$ cat src/rtl/serial_ripple_subtractor.sv
// ----------------------------------------------------------------------------
// serial_ripple_subtractor
//
// Purpose:
//   Multi-cycle ripple-borrow subtractor computing diff = a - b - bin.
//   Each clock resolves BITS_PER_CYCLE bits, LSB slice first, through a
//   chain of full-subtractor bits.  The borrow out of one slice is held in
//   a register and feeds the next slice on the following cycle, so only a
//   BITS_PER_CYCLE-long combinational borrow chain exists.
//
// Parameters:
//   WIDTH           operand / result width (>= 2)
//   BITS_PER_CYCLE  bits resolved per clock; must divide WIDTH exactly
//
// Ports:
//   clk     in   1      clock, rising edge
//   rst     in   1      asynchronous active-high reset
//   start   in   1      request, accepted in IDLE or FIN only
//   a       in   WIDTH  minuend, captured on accepted start
//   b       in   WIDTH  subtrahend, captured on accepted start
//   bin     in   1      borrow-in, captured on accepted start
//   busy    out  1      high while an operation is in progress
//   done    out  1      one-cycle pulse; diff/borrow/ovf valid from here on
//   diff    out  WIDTH  result (held until the next completion)
//   borrow  out  1      borrow out of the MSB (unsigned a < b + bin)
//   ovf     out  1      signed overflow of the raw difference
//
// Optional feature (compile-time macro SUB_ABS_EN):
//   When defined, a negative raw result takes one extra NEG cycle that
//   replaces diff with its magnitude.  borrow still carries the raw sign and
//   ovf is still computed on the raw difference.
// ----------------------------------------------------------------------------
module serial_ripple_subtractor #(
    parameter int WIDTH          = 8,
    parameter int BITS_PER_CYCLE = 1
) (
    input  logic             clk,
    input  logic             rst,
    input  logic             start,
    input  logic [WIDTH-1:0] a,
    input  logic [WIDTH-1:0] b,
    input  logic             bin,
    output logic             busy,
    output logic             done,
    output logic [WIDTH-1:0] diff,
    output logic             borrow,
    output logic             ovf
);

    localparam int SAFE_BPC = (BITS_PER_CYCLE > 0) ? BITS_PER_CYCLE : 1;
    localparam int N        = WIDTH / SAFE_BPC;
    localparam int CW       = (N > 1) ? $clog2(N) : 1;
    localparam logic [CW-1:0] LAST_SLICE = CW'(N - 1);

    // Reject configurations where the slices would not tile the operand.
    generate
        if (WIDTH < 2 || BITS_PER_CYCLE < 1 || (WIDTH % SAFE_BPC) != 0) begin : g_bad_params
            $error("serial_ripple_subtractor: WIDTH must be >= 2 and a multiple of BITS_PER_CYCLE");
        end
    endgenerate

`ifdef SUB_ABS_EN
    typedef enum logic [1:0] {IDLE, RUN, FIN, NEG} state_t;
`else
    typedef enum logic [1:0] {IDLE, RUN, FIN} state_t;
`endif

    state_t           state_q,  state_d;
    logic [WIDTH-1:0] a_q,      a_d;
    logic [WIDTH-1:0] b_q,      b_d;
    logic [WIDTH-1:0] res_q,    res_d;
    logic             brw_q,    brw_d;
    logic [CW-1:0]    cnt_q,    cnt_d;
    logic             busy_q,   busy_d;
    logic             done_q,   done_d;
    logic [WIDTH-1:0] diff_q,   diff_d;
    logic             borrow_q, borrow_d;
    logic             ovf_q,    ovf_d;

    int                      slice_base;
    logic [SAFE_BPC-1:0]     slice_a;
    logic [SAFE_BPC-1:0]     slice_b;
    logic [SAFE_BPC-1:0]     slice_d;
    logic                    slice_bout;
    logic [WIDTH-1:0]        res_full;

    // Current slice: a ripple of full-subtractor bits seeded by the borrow
    // register.  res_full is the working result with this slice merged in,
    // which on the last slice is the complete raw difference.
    always_comb begin
        logic chain;
        slice_base = int'(cnt_q) * SAFE_BPC;
        slice_a    = a_q[slice_base +: SAFE_BPC];
        slice_b    = b_q[slice_base +: SAFE_BPC];
        slice_d    = '0;
        chain      = brw_q;
        for (int i = 0; i < SAFE_BPC; i++) begin
            slice_d[i] = slice_a[i] ^ slice_b[i] ^ chain;
            chain      = (~slice_a[i] & slice_b[i]) | (~(slice_a[i] ^ slice_b[i]) & chain);
        end
        slice_bout = chain;
        res_full   = res_q;
        res_full[slice_base +: SAFE_BPC] = slice_d;
    end

    // Next-state logic.  Result registers (diff/borrow/ovf) are only loaded on
    // the transition into FIN, so partial results are never visible.
    always_comb begin
        state_d  = state_q;
        a_d      = a_q;
        b_d      = b_q;
        res_d    = res_q;
        brw_d    = brw_q;
        cnt_d    = cnt_q;
        diff_d   = diff_q;
        borrow_d = borrow_q;
        ovf_d    = ovf_q;

        case (state_q)
            IDLE, FIN: begin
                if (start) begin
                    a_d     = a;
                    b_d     = b;
                    brw_d   = bin;
                    cnt_d   = '0;
                    res_d   = '0;
                    state_d = RUN;
                end else begin
                    state_d = IDLE;
                end
            end
            RUN: begin
                res_d = res_full;
                brw_d = slice_bout;
                cnt_d = cnt_q + CW'(1);
                if (cnt_q == LAST_SLICE) begin
                    cnt_d   = '0;
                    state_d = FIN;
                    diff_d   = res_full;
                    borrow_d = slice_bout;
                    ovf_d    = (a_q[WIDTH-1] ^ b_q[WIDTH-1]) & (a_q[WIDTH-1] ^ res_full[WIDTH-1]);
`ifdef SUB_ABS_EN
                    // Negative result: defer output load to NEG, which negates.
                    if (slice_bout) begin
                        state_d  = NEG;
                        diff_d   = diff_q;
                        borrow_d = borrow_q;
                        ovf_d    = ovf_q;
                    end
`endif
                end
            end
`ifdef SUB_ABS_EN
            NEG: begin
                state_d  = FIN;
                diff_d   = ~res_q + WIDTH'(1);
                borrow_d = brw_q;
                ovf_d    = (a_q[WIDTH-1] ^ b_q[WIDTH-1]) & (a_q[WIDTH-1] ^ res_q[WIDTH-1]);
            end
`endif
            default: state_d = IDLE;
        endcase

        // Status outputs are registered, so derive them from the next state.
        busy_d = (state_d == RUN);
`ifdef SUB_ABS_EN
        busy_d = busy_d | (state_d == NEG);
`endif
        done_d = (state_d == FIN);
    end

    // State and output registers; reset aborts any operation in flight.
    always_ff @(posedge clk or posedge rst) begin
        if (rst) begin
            state_q  <= IDLE;
            a_q      <= '0;
            b_q      <= '0;
            res_q    <= '0;
            brw_q    <= 1'b0;
            cnt_q    <= '0;
            busy_q   <= 1'b0;
            done_q   <= 1'b0;
            diff_q   <= '0;
            borrow_q <= 1'b0;
            ovf_q    <= 1'b0;
        end else begin
            state_q  <= state_d;
            a_q      <= a_d;
            b_q      <= b_d;
            res_q    <= res_d;
            brw_q    <= brw_d;
            cnt_q    <= cnt_d;
            busy_q   <= busy_d;
            done_q   <= done_d;
            diff_q   <= diff_d;
            borrow_q <= borrow_d;
            ovf_q    <= ovf_d;
        end
    end

    assign busy   = busy_q;
    assign done   = done_q;
    assign diff   = diff_q;
    assign borrow = borrow_q;
    assign ovf    = ovf_q;

endmodule

$ cat config.mk
export PLATFORM = sky130hd
export DESIGN_NAME = serial_ripple_subtractor
export DESIGN_NICKNAME = d
export VERILOG_FILES = /design/src/rtl/serial_ripple_subtractor.sv
export SDC_FILE = /design/constraint.sdc
export NUM_CORES = 1
export LEC_CHECK = 0
export ABC_CLOCK_PERIOD_IN_PS = 4430
export BUFFER_PORTS_ARGS = -buffer_cell sky130_fd_sc_hd__buf_2
export CORE_UTILIZATION = 40
export CTS_CLUSTER_SIZE = 25
export DETAILED_ROUTE_END_ITERATION = 10
export GPL_TIMING_DRIVEN = 0
export HOLD_SLACK_MARGIN = 0.05
export PLACE_DENSITY = 0.65
export RECOVER_POWER = 25
export SYNTH_ARGS = -nofsm -noshare
export SYNTH_HDL_FRONTEND = slang
export SYNTH_SLANG_ARGS = --single-unit
$ cat constraint.sdc
create_clock -name clk -period 4.43 [get_ports clk]
set_clock_uncertainty 0.05 [all_clocks]
set_input_delay 0.886 -clock clk [delete_from_list [all_inputs] [get_ports clk]]
set_output_delay 0.886 -clock clk [all_outputs]
set_load 0.01 [all_outputs]
# ---- Yosys cells after proc, flatten, opt, wreduce, memory -nomap -nowiden
# Index checks and enable logic that the tools add are counted.
dict set report totals {
  register_bits 42
  latchBits 0
  mem_bits_rw 0
  mem_bits_ro 0
  input_bits 20
  output_inout_bits 12
  word_cells 50
  mem_count 0
}
dict set report op_classes {
  n_addsub 2
  mul 0
  div 0
  magnitude_cmp 0
  eq_ne 6
  shifts 4
  muxes 11
  n_bitwise 10
  reduce_logical 6
}
# op count
set ops {}
lappend ops {{3-bit negation with 33-bit output} 1}
lappend ops {{1-bit by 33-bit variable shift with 8-bit output (first input constant)} 1}
lappend ops {{1-bit by 33-bit indexed part select with 8-bit output} 1}
lappend ops {{8-bit one-hot mux with 2 select lines} 1}
lappend ops {{8-bit by 4-bit indexed part select with 1-bit output} 2}
lappend ops {{8-bit bitwise mux} 1}
lappend ops {{8-bit 2-to-1 mux} 1}
lappend ops {{3-bit 2-to-1 mux} 2}
lappend ops {{3-bit one-hot mux with 2 select lines} 1}
lappend ops {{2-bit AND reduction} 3}
lappend ops {{2-bit by 1-bit == test with 1-bit output (second input constant)} 2}
lappend ops {{2-bit == test (second input constant)} 2}
lappend ops {{2-bit one-hot mux with 2 select lines} 1}
lappend ops {{1-bit bitwise XOR} 4}
lappend ops {{3-bit by 1-bit adder with 3-bit output (second input constant)} 1}
lappend ops {{1-bit AND} 3}
lappend ops {{3-bit == test (second input constant)} 1}
lappend ops {{2-bit zero test} 1}
lappend ops {{1-bit 2-to-1 mux} 2}
lappend ops {{2-bit 2-to-1 mux} 1}
lappend ops {{2-bit inequality test (second input constant)} 1}
lappend ops {{1-bit NOT} 2}
lappend ops {{1-bit one-hot mux with 2 select lines} 1}
lappend ops {{2-bit nonzero test} 1}
lappend ops {{2 further kinds} 2}

# ---- Depth between registers and ports, before layout
# Gate-level depths: netlist of run 1.
dict set report logic_depth {
  depth_word 7
  mapped_depth 9
  depth_no_buf 8
}

# ---- Worst setup path before layout of run 1
# OpenSTA, ideal clock, no wires.
dict set report synth_path {
  path_kind {reg-to-reg}
  startpoint {register cnt_q[0]}
  endpoint {register ovf_q (netlist: ovf)}
  setup_ns 0.124
  arrival_ns 2.351
  t_required_ns 4.256
  setup_slack_ns 1.905
  stages_incl_launch_ff 9
  path_buffers 1
  synth_period_minus_slack_ns 2.525
  path_cell_list {dfrtp_1 -> buf_2 -> mux4_2 -> nand2_1 -> nand2_1 -> fa_1 -> mux2i_1 -> and4b_1 -> a211o_1}
}
dict set report synth_via {
  elab_chain_cells 7
  word_cells_on_any_way 12
  classes_between {add/sub (1); eq/ne (1); shift (4); mux (1); bitwise (4); reduce/logical (1)}
}
# item line_no
set synth_lines {}
lappend synth_lines {{start, declared} 73} ;# logic [CW-1:0] cnt_q, cnt_d;
lappend synth_lines {{start signal, assigned} 192} ;# cnt_q <= cnt_d;
lappend synth_lines {{8-bit by 4-bit indexed part select with 1-bit output, on equally long branches} {93, 94}}
lappend synth_lines {{1-bit bitwise XOR (2 in series)} 98} ;# slice_d[i] = slice_a[i] ^ slice_b[i] ^ chain;
lappend synth_lines {{1-bit by 33-bit indexed part select with 8-bit output} 103} ;# res_full[slice_base +: SAFE_BPC] = slice_d;
lappend synth_lines {{8-bit bitwise mux} 103}
lappend synth_lines {{1-bit bitwise XOR} 141} ;# ovf_d = (a_q[WIDTH-1] ^ b_q[WIDTH-1]) & (a_q[WIDTH-1] ^ res_full[WIDTH-1]);
lappend synth_lines {{1-bit AND} 141}
lappend synth_lines {{end signal, assigned} 197} ;# ovf_q <= ovf_d;
lappend synth_lines {{end, declared} 78} ;# logic ovf_q, ovf_d;
# Several ways; a longest one is shown, not always the timed one.
# A chain may end at the register's enable or synchronous reset.

# ---- Worst setup path in the final report of run 1
# Same ends and word-level chain as after synthesis.

==> impl_metrics.env, run 1 <==
export IMPL_status="complete, but fails checks"
export IMPL_violations="max-capacitance violations, max-slew violations"
export IMPL_hp_start="diff[2]$_DFFE_PP0P_"
export IMPL_dr_first_iter_drc_count=53
export IMPL_crit_path_max_fanout=10
export IMPL_p_per_area_nw_per_um2=777
export IMPL_gp_congestion=0.861
export IMPL_place_area_um2=2220
export IMPL_io_pins=32
export IMPL_cts_setup_buffers=0
export IMPL_initial_core_util=0.416
export IMPL_layout_nets=229
export IMPL_crit_chain="buf_2 -> mux4_2 -> mux2i_1 -> fa_1 -> mux2i_1 -> nor4b_1 -> a211o_1"
export IMPL_antenna_cells=0
export IMPL_crit_buf_inv=1
export IMPL_yosysUniqueCellTypes=33
export IMPL_die_h_um=72.3
export IMPL_syn_cell_area_um2=1980
export IMPL_antenna_found_initial=0
export IMPL_synthesis_nets=191
export IMPL_end_kind="register"
export IMPL_rr_startpoint="cnt_q[0]$_DFFE_PP0P_"
export IMPL_nFillCells=477
export IMPL_cp_top_family="multiplexers"
export IMPL_ff_latch_area_um2=1050
export IMPL_grt_overflow=0
export IMPL_worstMarginPinSlew_ns=1.54
export IMPL_coreArea_um2=4750
export IMPL_setup_viol=0
export IMPL_track_usage=0.160
export IMPL_comb_power_share=0.508
export IMPL_crit_end="ovf$_DFFE_PP0P_"
export IMPL_layout_commonest_cell="dfrtp_1"
export IMPL_tritoncts="done"
export IMPL_cts_resized_gates=0
export IMPL_grt_first_pass_wirelength_mm=6.24
export IMPL_p_int_mw=1.10
export IMPL_reg2reg_setup_slack_ns=1.54
export IMPL_cts_hold_buf=0
export IMPL_dieArea_um2=5230
export IMPL_min_path_cells=2
export IMPL_critPathSlowestCell="mux4_2"
export IMPL_post_drt_wl_per_cell_um=13.4
export IMPL_setup_tns_ns=0
export IMPL_cts_made_buffers=5
export IMPL_synth_top_cell_by_area="dfrtp_1"
export IMPL_max_clock_freq_ghz=0.346
export IMPL_cpMostUsedCell="mux2i_1"
export IMPL_antenna_left=0
export IMPL_vdd_drop_max_v=0.000320
export IMPL_path_clk_slew_ns=0.07
export IMPL_dp_hpwl_mm=2.56
export IMPL_routed_wl_mm=3.62
export IMPL_via_count=1344
export IMPL_htree_levels=2
export IMPL_ff2ff_path_depth=7
export IMPL_synth_cells=166
export IMPL_ys_warn_count=0
export IMPL_slew_violations=43
export IMPL_clkLatencyLatePin_ns=0.29
export IMPL_startpoint_type="register"
export IMPL_rsz0062_at_grt="false"
export IMPL_arrival_ns=3.01
export IMPL_ys_seq_area_frac=0.531
export IMPL_maxCapViolCount=1
export IMPL_hold_path_class="reg2reg"
export IMPL_switching_share=0.382
export IMPL_crit_start="cnt_q[0]$_DFFE_PP0P_"
export IMPL_crit_path_max_incr_delay_ns=0.55
export IMPL_crit_cells=7
export IMPL_layout_common_cells="dfrtp_1, buf_2, nand2_1"
export IMPL_synth_seq_cells=42
export IMPL_clock_root_buffer="clkbuf_8"
export IMPL_synthTopCellsByArea="dfrtp_1, mux2_2, mux2i_1"
export IMPL_final_area_um2=2300
export IMPL_p_clk_frac=0.134
export IMPL_hold_violations=0
export IMPL_die_x_um=72.3
export IMPL_period_minus_slack_ns=2.89
export IMPL_seq_power_share=0.359
export IMPL_syn_area_per_cell_um2=11.9
export IMPL_cts_buffer_depth=2
export IMPL_relSlewSlack=-0.0250
export IMPL_rows=25
export IMPL_grt_max_degree=43
export IMPL_leakagePower_nw=1.11
export IMPL_grt_pass1_vias=1349
export IMPL_multi_input_area_um2=842
export IMPL_criticalPathCategory="reg2reg"
export IMPL_cts_sinks=42
export IMPL_portBuffers=31
export IMPL_p_sw_uw=682
export IMPL_dr_pass1_iters=4
export IMPL_layout_drive_gt1_share=0.325
export IMPL_vias_per_cell=4.98
export IMPL_synth_top_cell_area_share=0.531
export IMPL_drc=0
export IMPL_timing_rr_end="ovf$_DFFE_PP0P_"
export IMPL_timing_final_crit_share=0.653
export IMPL_crit_required_ns=4.55
export IMPL_syn2layout_area_growth_pct=16.3
[metrics by stage]
stage	hold WS, ns	worst slack, ns	std cells	power (mW)	util
3_5_place_dp	0.416	1.55	264	1.57	0.466
3_3_place_gp	0.405	1.56	264	1.55	0.466
5_1_grt	0.462	1.42	270	1.94	0.484
4_1_cts	0.433	1.53	270	1.81	0.484
2_1_floorplan	0.399	1.91	166	1.34	-
6_report	0.424	1.54	270	1.79	0.484
[registers in the layout (all words and copies together) (netlist names)]
| register | count |
|---|---|
| a_q | 8 |
| b_q | 8 |
| diff | 8 |
| res_q | 8 |
| cnt_q | 3 |
| state_q | 2 |
| borrow | 1 |
| brw_q | 1 |
| busy | 1 |
| done | 1 |
| ovf | 1 |
[synthesized netlist by cell type]
master    instances
a211o_1           1
a21o_1            2
a21oi_1           3
a221o_1           1
a22o_1            1
a32o_1            2
and2_1            1
and3_1            1
and3b_2           1
and4b_1           1
buf_2             5
buf_6             1
clkbuf_1          3
dfrtp_1          42
fa_1              1
ha_1              4
inv_1            10
mux2_2           16
mux2i_1           9
mux4_2            4
nand2_1          21
nand2b_1          1
nand3_1           3
nor2_1            4
nor2b_1           4
nor3b_1           1
nor4b_1           2
nor4b_4           1
o21ai_0          15
o21ba_2           1
o21bai_1          1
o22ai_1           2
o31ai_1           1
[final cells by class]
class / count / share of cell area
Buffer: 9 / 0.0207
Clock buffer: 6 / 0.0359
Inverter: 10 / 0.0163
Multi-Input combinational cell: 105 / 0.366
Sequential cell: 42 / 0.457
Tap cell: 67 / 0.0365
Timing Repair Buffer: 31 / 0.0675
[worst min path at each step]
stage	end
6_report	diff[2]$_DFFE_PP0P_
5_1_grt	diff[1]$_DFFE_PP0P_
4_1_cts	diff[4]$_DFFE_PP0P_
3_5_place_dp	diff[4]$_DFFE_PP0P_
3_3_place_gp	diff[4]$_DFFE_PP0P_
2_1_floorplan	res_q[3]$_DFFE_PP0P_
[tightest hold or removal path, delay by kind of cell, from the launching register on]
kind | cells | cell delay [ns]
flops | 1 | 0.34
compound gates | 1 | 0.06
simple gates | 1 | 0.04
[routing by layer]
metal / vias up / GRT usage / part of all wire
li1: 656 / - / -
met1: 653 / 0.199 / 0.46
met2: 29 / 0.272 / 0.48
met3: 6 / 0.0431 / 0.040
met4: 0 / 0.0523 / 0.013
met5: - / 0 / 0
[power groups by stage]
| stage | sequential, mW | combinational (mW) | clock [mW] |
|---|---|---|---|
| global route | 0.666 | 1.01 | 0.262 |
| floorplan | 0.645 | 0.695 | 0 |
| finish | 0.641 | 0.907 | 0.239 |
| detailed placement | 0.651 | 0.917 | 0 |
| global placement | 0.645 | 0.905 | 0 |
| CTS | 0.643 | 0.914 | 0.249 |
[logic make-up after synthesis]
group                      after synthesis  synth area share
buffers and inverters                   19            0.0430
and+or+nand+nor                         41             0.112
DFF                                     42             0.531
AOI/OAI and AO/OA                       30            0.0961
muxes                                   29             0.182
adders and majority gates                5            0.0354
Power figures use the tool's default switching activity.
==> inputs of run 2 (changes only) <==
--- a/config.mk
+++ b/config.mk
@@ -5,7 +5,8 @@
 export SDC_FILE = /design/constraint.sdc
 export NUM_CORES = 1
 export LEC_CHECK = 0
-export ABC_CLOCK_PERIOD_IN_PS = 4430
+export ABC_AREA = 1
+export ABC_CLOCK_PERIOD_IN_PS = 2700
 export BUFFER_PORTS_ARGS = -buffer_cell sky130_fd_sc_hd__buf_2
 export CORE_UTILIZATION = 40
 export CTS_CLUSTER_SIZE = 25
==> constraint.sdc (replaced) <==
create_clock -name clk -period 2.7 [get_ports clk]
set_clock_uncertainty 0.05 [all_clocks]
set_input_delay 0.54 -clock clk [delete_from_list [all_inputs] [get_ports clk]]
set_output_delay 0.54 -clock clk [all_outputs]
set_load 0.01 [all_outputs]
==> impl_metrics.env, run 2 <==
export IMPL_status="complete, but fails checks"
export IMPL_violations="max-capacitance violations, max-slew violations"
export IMPL_antenna_found_initial=0
export IMPL_syn2layout_area_growth_pct=16.1
export IMPL_maxCapViolCount=1
export IMPL_synth_edf_count=0
export IMPL_cts_resized_gates=0
export IMPL_synthTopCellsByArea="dfrtp_1, nand2_1, mux2_2"
export IMPL_dr_pass1_iters=4
export IMPL_synth_top_cell_by_area="dfrtp_1"
export IMPL_layout_drive_gt1_share=0.264
export IMPL_critPathSlowestCell="fa_1"
export IMPL_reg2reg_setup_slack_ns=0.30
export IMPL_leakagePower_nw=1.17
export IMPL_antenna_cells=0
export IMPL_synthesis_nets=238
export IMPL_grt_overflow=0
export IMPL_ys_warn_count=0
export IMPL_p_clk_frac=0.133
export IMPL_io_pins=32
export IMPL_rows=25
export IMPL_hold_violations=0
export IMPL_comb_power_share=0.502
export IMPL_grt_max_degree=43
export IMPL_track_usage=0.166
export IMPL_crit_path_max_incr_delay_ns=0.57
export IMPL_gp_congestion=0.864
export IMPL_dieArea_um2=5260
export IMPL_clock_root_buffer="clkbuf_8"
export IMPL_p_int_mw=1.72
export IMPL_timing_final_crit_share=0.890
export IMPL_multi_input_area_um2=835
export IMPL_coreArea_um2=4750
export IMPL_setup_viol=0
export IMPL_slew_violations=43
export IMPL_setup_tns_ns=0
export IMPL_routed_wl_mm=3.85
export IMPL_dr_first_iter_drc_count=46
export IMPL_synth_seq_cells=42
export IMPL_grt_pass1_vias=1522
export IMPL_portBuffers=31
export IMPL_post_drt_wl_per_cell_um=12.1
export IMPL_crit_chain="inv_2 -> buf_6 -> o21ai_0 -> o22ai_1 -> nand2_1 -> nand2_1 -> fa_1 -> nand3_1 -> nand3_1 -> nand2_1 -> nand2_1 -> nand2_1 -> nand2_1 -> nand2_1"
export IMPL_rsz0062_at_grt="false"
export IMPL_max_clock_freq_ghz=0.416
export IMPL_layout_cells_non_filler=317
export IMPL_criticalPathCategory="reg2reg"
export IMPL_dp_hpwl_mm=2.79
export IMPL_yosysMostFrequentCell="nand2_1"
export IMPL_cpMostUsedCell="nand2_1"
export IMPL_clkLatencyLatePin_ns=0.29
export IMPL_end_kind="register"
export IMPL_synth_ff_type="dfrtp_1"
export IMPL_antenna_left=0
export IMPL_nFillCells=518
export IMPL_crit_path_max_fanout=10
export IMPL_ys_seq_area_frac=0.529
export IMPL_synth_cells=213
export IMPL_htree_levels=2
export IMPL_hold_path_class="reg2reg"
export IMPL_p_sw_mw=1.25
export IMPL_worstMarginPinSlew_ns=1.53
export IMPL_synthTopCellsByCount="nand2_1, dfrtp_1, nand3_1"
export IMPL_cts_setup_buffers=0
export IMPL_layout_common_cells="nand2_1, dfrtp_1, buf_2"
export IMPL_die_x_um=72.5
export IMPL_yosysUniqueCellTypes=26
export IMPL_layout_commonest_cell="nand2_1"
export IMPL_cts_hold_buf=0
export IMPL_crit_required_ns=2.84
export IMPL_cts_buffer_depth=2
export IMPL_cts_made_buffers=5
export IMPL_vias_per_cell=4.79
export IMPL_place_area_um2=2230
export IMPL_seq_power_share=0.365
export IMPL_synth_top_cell_area_share=0.529
export IMPL_syn_cell_area_um2=1990
export IMPL_dpl_worst_slack_ns=0.323
export IMPL_switching_share=0.421
export IMPL_die_h_um=72.5
export IMPL_grt_first_pass_wirelength_mm=6.69
export IMPL_initial_core_util=0.418
export IMPL_tritoncts="done"
export IMPL_startpoint_type="register"
export IMPL_synthArstFlopShare=1.00
export IMPL_cp_top_family="simple AND/OR/NAND/NOR gates"
export IMPL_vdd_drop_max_v=0.000611
export IMPL_p_total_mw=2.97
export IMPL_syn_area_per_cell_um2=9.33
export IMPL_relSlewSlack=-0.0193
export IMPL_arrival_ns=2.54
export IMPL_drc=0
export IMPL_final_area_um2=2310
export IMPL_path_clk_slew_ns=0.08
export IMPL_dp_cells=311
export IMPL_timing_final_ws_setup_ns=0.297
export IMPL_p_per_area_nw_per_um2=1290
export IMPL_cts_sinks=42
export IMPL_crit_buf_inv=2
export IMPL_via_count=1518
export IMPL_layout_nets=276
export IMPL_period_minus_slack_ns=2.40
export IMPL_ff_latch_area_um2=1050
==> run 2: final cells by class <==
type | count | area share
repair buffers | 31 | 0.0672
plain buffers | 6 | 0.0163
flip-flops and latches | 42 | 0.455
well taps | 67 | 0.0363
clock buffers | 6 | 0.0358
multi-input cells | 148 | 0.362
inverters | 17 | 0.0276
==> run 2: logic make-up after synthesis <==
family / count (synthesis) / synth area share
AO/OA/AOI/OAI: 32 / 0.0938
adder cells (fa/ha/maj): 5 / 0.0352
buffers and inverters: 23 / 0.0516
flip-flops: 42 / 0.529
multiplexers: 14 / 0.0793
AND/OR/NAND/NOR: 97 / 0.211
==> run 2: per-layer routing <==
layer  track usage  part of all wire
met3        0.0375             0.029
met5             0                 0
met4        0.0654             0.015
met2         0.279              0.46
met1         0.207              0.49
==> run 2: tightest hold or removal path: stages (launching register included) <==
cell and delay, ns:
dfrtp_1 0.34, nand2_1 0.05, nand2_1 0.05
==> run 2: power by group through the flow <==
stage | Sequential [mW] | Combinational, mW | Clock (mW)
finish | 1.08 | 1.49 | 0.395
global placement | 1.09 | 1.46 | 0
detailed placement | 1.10 | 1.50 | 0
global route | 1.13 | 1.69 | 0.426
floorplan | 1.10 | 1.10 | 0
CTS | 1.09 | 1.50 | 0.411
==> run 2: final timing paths <==
path,startpoint,end,depth (start not counted)
min in group asynchronous,rst,borrow$_DFFE_PP0P_,2
worst max register to register,cnt_q[0]$_DFFE_PP0P_,ovf$_DFFE_PP0P_,14
worst min register to register,diff[6]$_DFFE_PP0P_,diff[6]$_DFFE_PP0P_,2
worst min-delay path,diff[6]$_DFFE_PP0P_,diff[6]$_DFFE_PP0P_,2
max in group asynchronous,rst,cnt_q[2]$_DFFE_PP0P_,2
worst max-delay path,cnt_q[0]$_DFFE_PP0P_,ovf$_DFFE_PP0P_,14
==> run 2: stage by stage <==
step / utilization / hold slack, ns
2_1_floorplan: - / 0.392
3_3_place_gp: 0.468 / 0.409
3_5_place_dp: 0.468 / 0.411
4_1_cts: 0.486 / 0.409
5_1_grt: 0.486 / 0.420
6_report: 0.486 / 0.427
==> inputs of run 3 (changes only) <==
--- a/config.mk
+++ b/config.mk
@@ -13,7 +13,7 @@
 export DETAILED_ROUTE_END_ITERATION = 10
 export GPL_TIMING_DRIVEN = 0
 export HOLD_SLACK_MARGIN = 0.05
-export PLACE_DENSITY = 0.65
+export PLACE_DENSITY_LB_ADDON = 0.1
 export RECOVER_POWER = 25
 export SYNTH_ARGS = -nofsm -noshare
 export SYNTH_HDL_FRONTEND = slang
==> impl_metrics.env, run 3 (synthesis results as in run 2) <==
export IMPL_p_per_area_nw_per_um2=1310
export IMPL_routed_wl_mm=3.98
export IMPL_place_area_um2=2230
export IMPL_rsz0062_at_grt="false"
export IMPL_track_usage=0.172
export IMPL_via_count=1516
export IMPL_die_x_um=72.5
export IMPL_timing_final_crit_share=0.884
export IMPL_antenna_left=0
export IMPL_antenna_found_initial=0
export IMPL_cts_hold_buf=0
export IMPL_path_clk_slew_ns=0.08
export IMPL_gp_congestion=0.755
export IMPL_crit_path_max_fanout=10
export IMPL_io_pins=32
export IMPL_p_total_mw=3.06
export IMPL_htree_levels=2
export IMPL_dieArea_um2=5260
export IMPL_slew_violations=43
export IMPL_initial_core_util=0.418
export IMPL_crit_required_ns=2.84
export IMPL_setup_tns_ns=0
export IMPL_setup_viol=0
export IMPL_layout_commonest_cell="nand2_1"
export IMPL_end_kind="register"
export IMPL_criticalPathCategory="reg2reg"
export IMPL_rows=25
export IMPL_grt_pass1_vias=1536
export IMPL_cts_sinks=42
export IMPL_grt_overflow=0
export IMPL_drc=0
export IMPL_leakagePower_nw=1.18
export IMPL_maxCapViolCount=1
export IMPL_max_clock_freq_ghz=0.419
export IMPL_violations="max-capacitance violations, max-slew violations"
export IMPL_dr_pass1_iters=4
export IMPL_hold_violations=0
export IMPL_relSlewSlack=-0.0155
export IMPL_cts_made_buffers=5
export IMPL_period_minus_slack_ns=2.39
export IMPL_grt_max_degree=43
export IMPL_dp_hpwl_mm=2.90
export IMPL_final_area_um2=2330
export IMPL_ff2ff_path_depth=12
export IMPL_min_path_cells=2
export IMPL_cts_resized_gates=0
export IMPL_tritoncts="done"
export IMPL_clock_root_buffer="clkbuf_8"
export IMPL_status="complete, but fails checks"
export IMPL_arrival_ns=2.53
export IMPL_vias_per_cell=4.75
export IMPL_dr_first_iter_drc_count=79
export IMPL_grt_first_pass_wirelength_mm=6.92
export IMPL_syn2layout_area_growth_pct=17.3
export IMPL_layout_common_cells="nand2_1, dfrtp_1, buf_2"
export IMPL_layout_nets=276
export IMPL_post_drt_wl_per_cell_um=12.5
export IMPL_cts_buffer_depth=2
export IMPL_layout_drive_gt1_share=0.262
export IMPL_finish_utilization=0.491
export IMPL_hold_slack_ns=0.422
export IMPL_startpoint_type="register"
export IMPL_clkLatencyLatePin_ns=0.29
export IMPL_coreArea_um2=4750
export IMPL_portBuffers=31
export IMPL_hold_path_class="in2reg"
export IMPL_vdd_drop_max_v=0.000474
export IMPL_cts_setup_buffers=0
export IMPL_die_h_um=72.5
export IMPL_antenna_cells=0
export IMPL_worstMarginPinSlew_ns=1.52
-- run 3: critical path, cell delays in order (launching register included) --
cell and delay (ns):
dfrtp_1 0.44, buf_2 0.24, o21ai_0 0.11, o211ai_1 0.18
o21ai_1 0.12, fa_1 0.54, nand3_1 0.16, nand3_1 0.13
nand2_1 0.09, nand2_1 0.07, nand2_1 0.05, nand2_1 0.06
nand2_1 0.05
-- run 3: area by class of cell --
cell class	instances	area (um^2)
fillers	483	2420
repair buffers	31	155
plain buffers	6	37.5
clock inverters	1	30.0
inverters	17	63.8
flip-flops and latches	42	1050
clock buffers	7	76.3
multi-input cells	148	835
well taps	67	83.8
-- run 3: per-layer routing --
layer,track usage,part of all wire,vias up
met2,0.283,0.47,22
met5,0,0,-
met4,0.0458,0.0095,0
li1,-,-,778
met3,0.0500,0.033,6
met1,0.223,0.49,710
-- run 3: report_power, final --
group | leakage (nW) | internal, mW | switching [mW]
clock | 0.0524 | 0.277 | 0.208
sequential | 0.514 | 0.924 | 0.165
combinational | 0.614 | 0.596 | 0.887
total | 1.18 | 1.80 | 1.26
-- run 3: final timing paths --
check	slack, ns	to	start
min reg2reg	0.43	diff[0]$_DFFE_PP0P_	diff[0]$_DFFE_PP0P_
max	0.31	ovf$_DFFE_PP0P_	cnt_q[0]$_DFFE_PP0P_
max in group asynchronous	1.05	done$_DFF_PP0_	rst
max reg2reg	0.31	ovf$_DFFE_PP0P_	cnt_q[0]$_DFFE_PP0P_
min in group asynchronous	0.64	b_q[2]$_DFFE_PP0P_	rst
min	0.42	a_q[1]$_DFFE_PP0P_	a[1]
-- run 3: through the flow --
step,setup WS (ns),cells
CTS,0.311,319
finish,0.314,319
detailed placement,0.321,311
floorplan,0.602,213
global placement,0.328,311
global route,0.0663,319
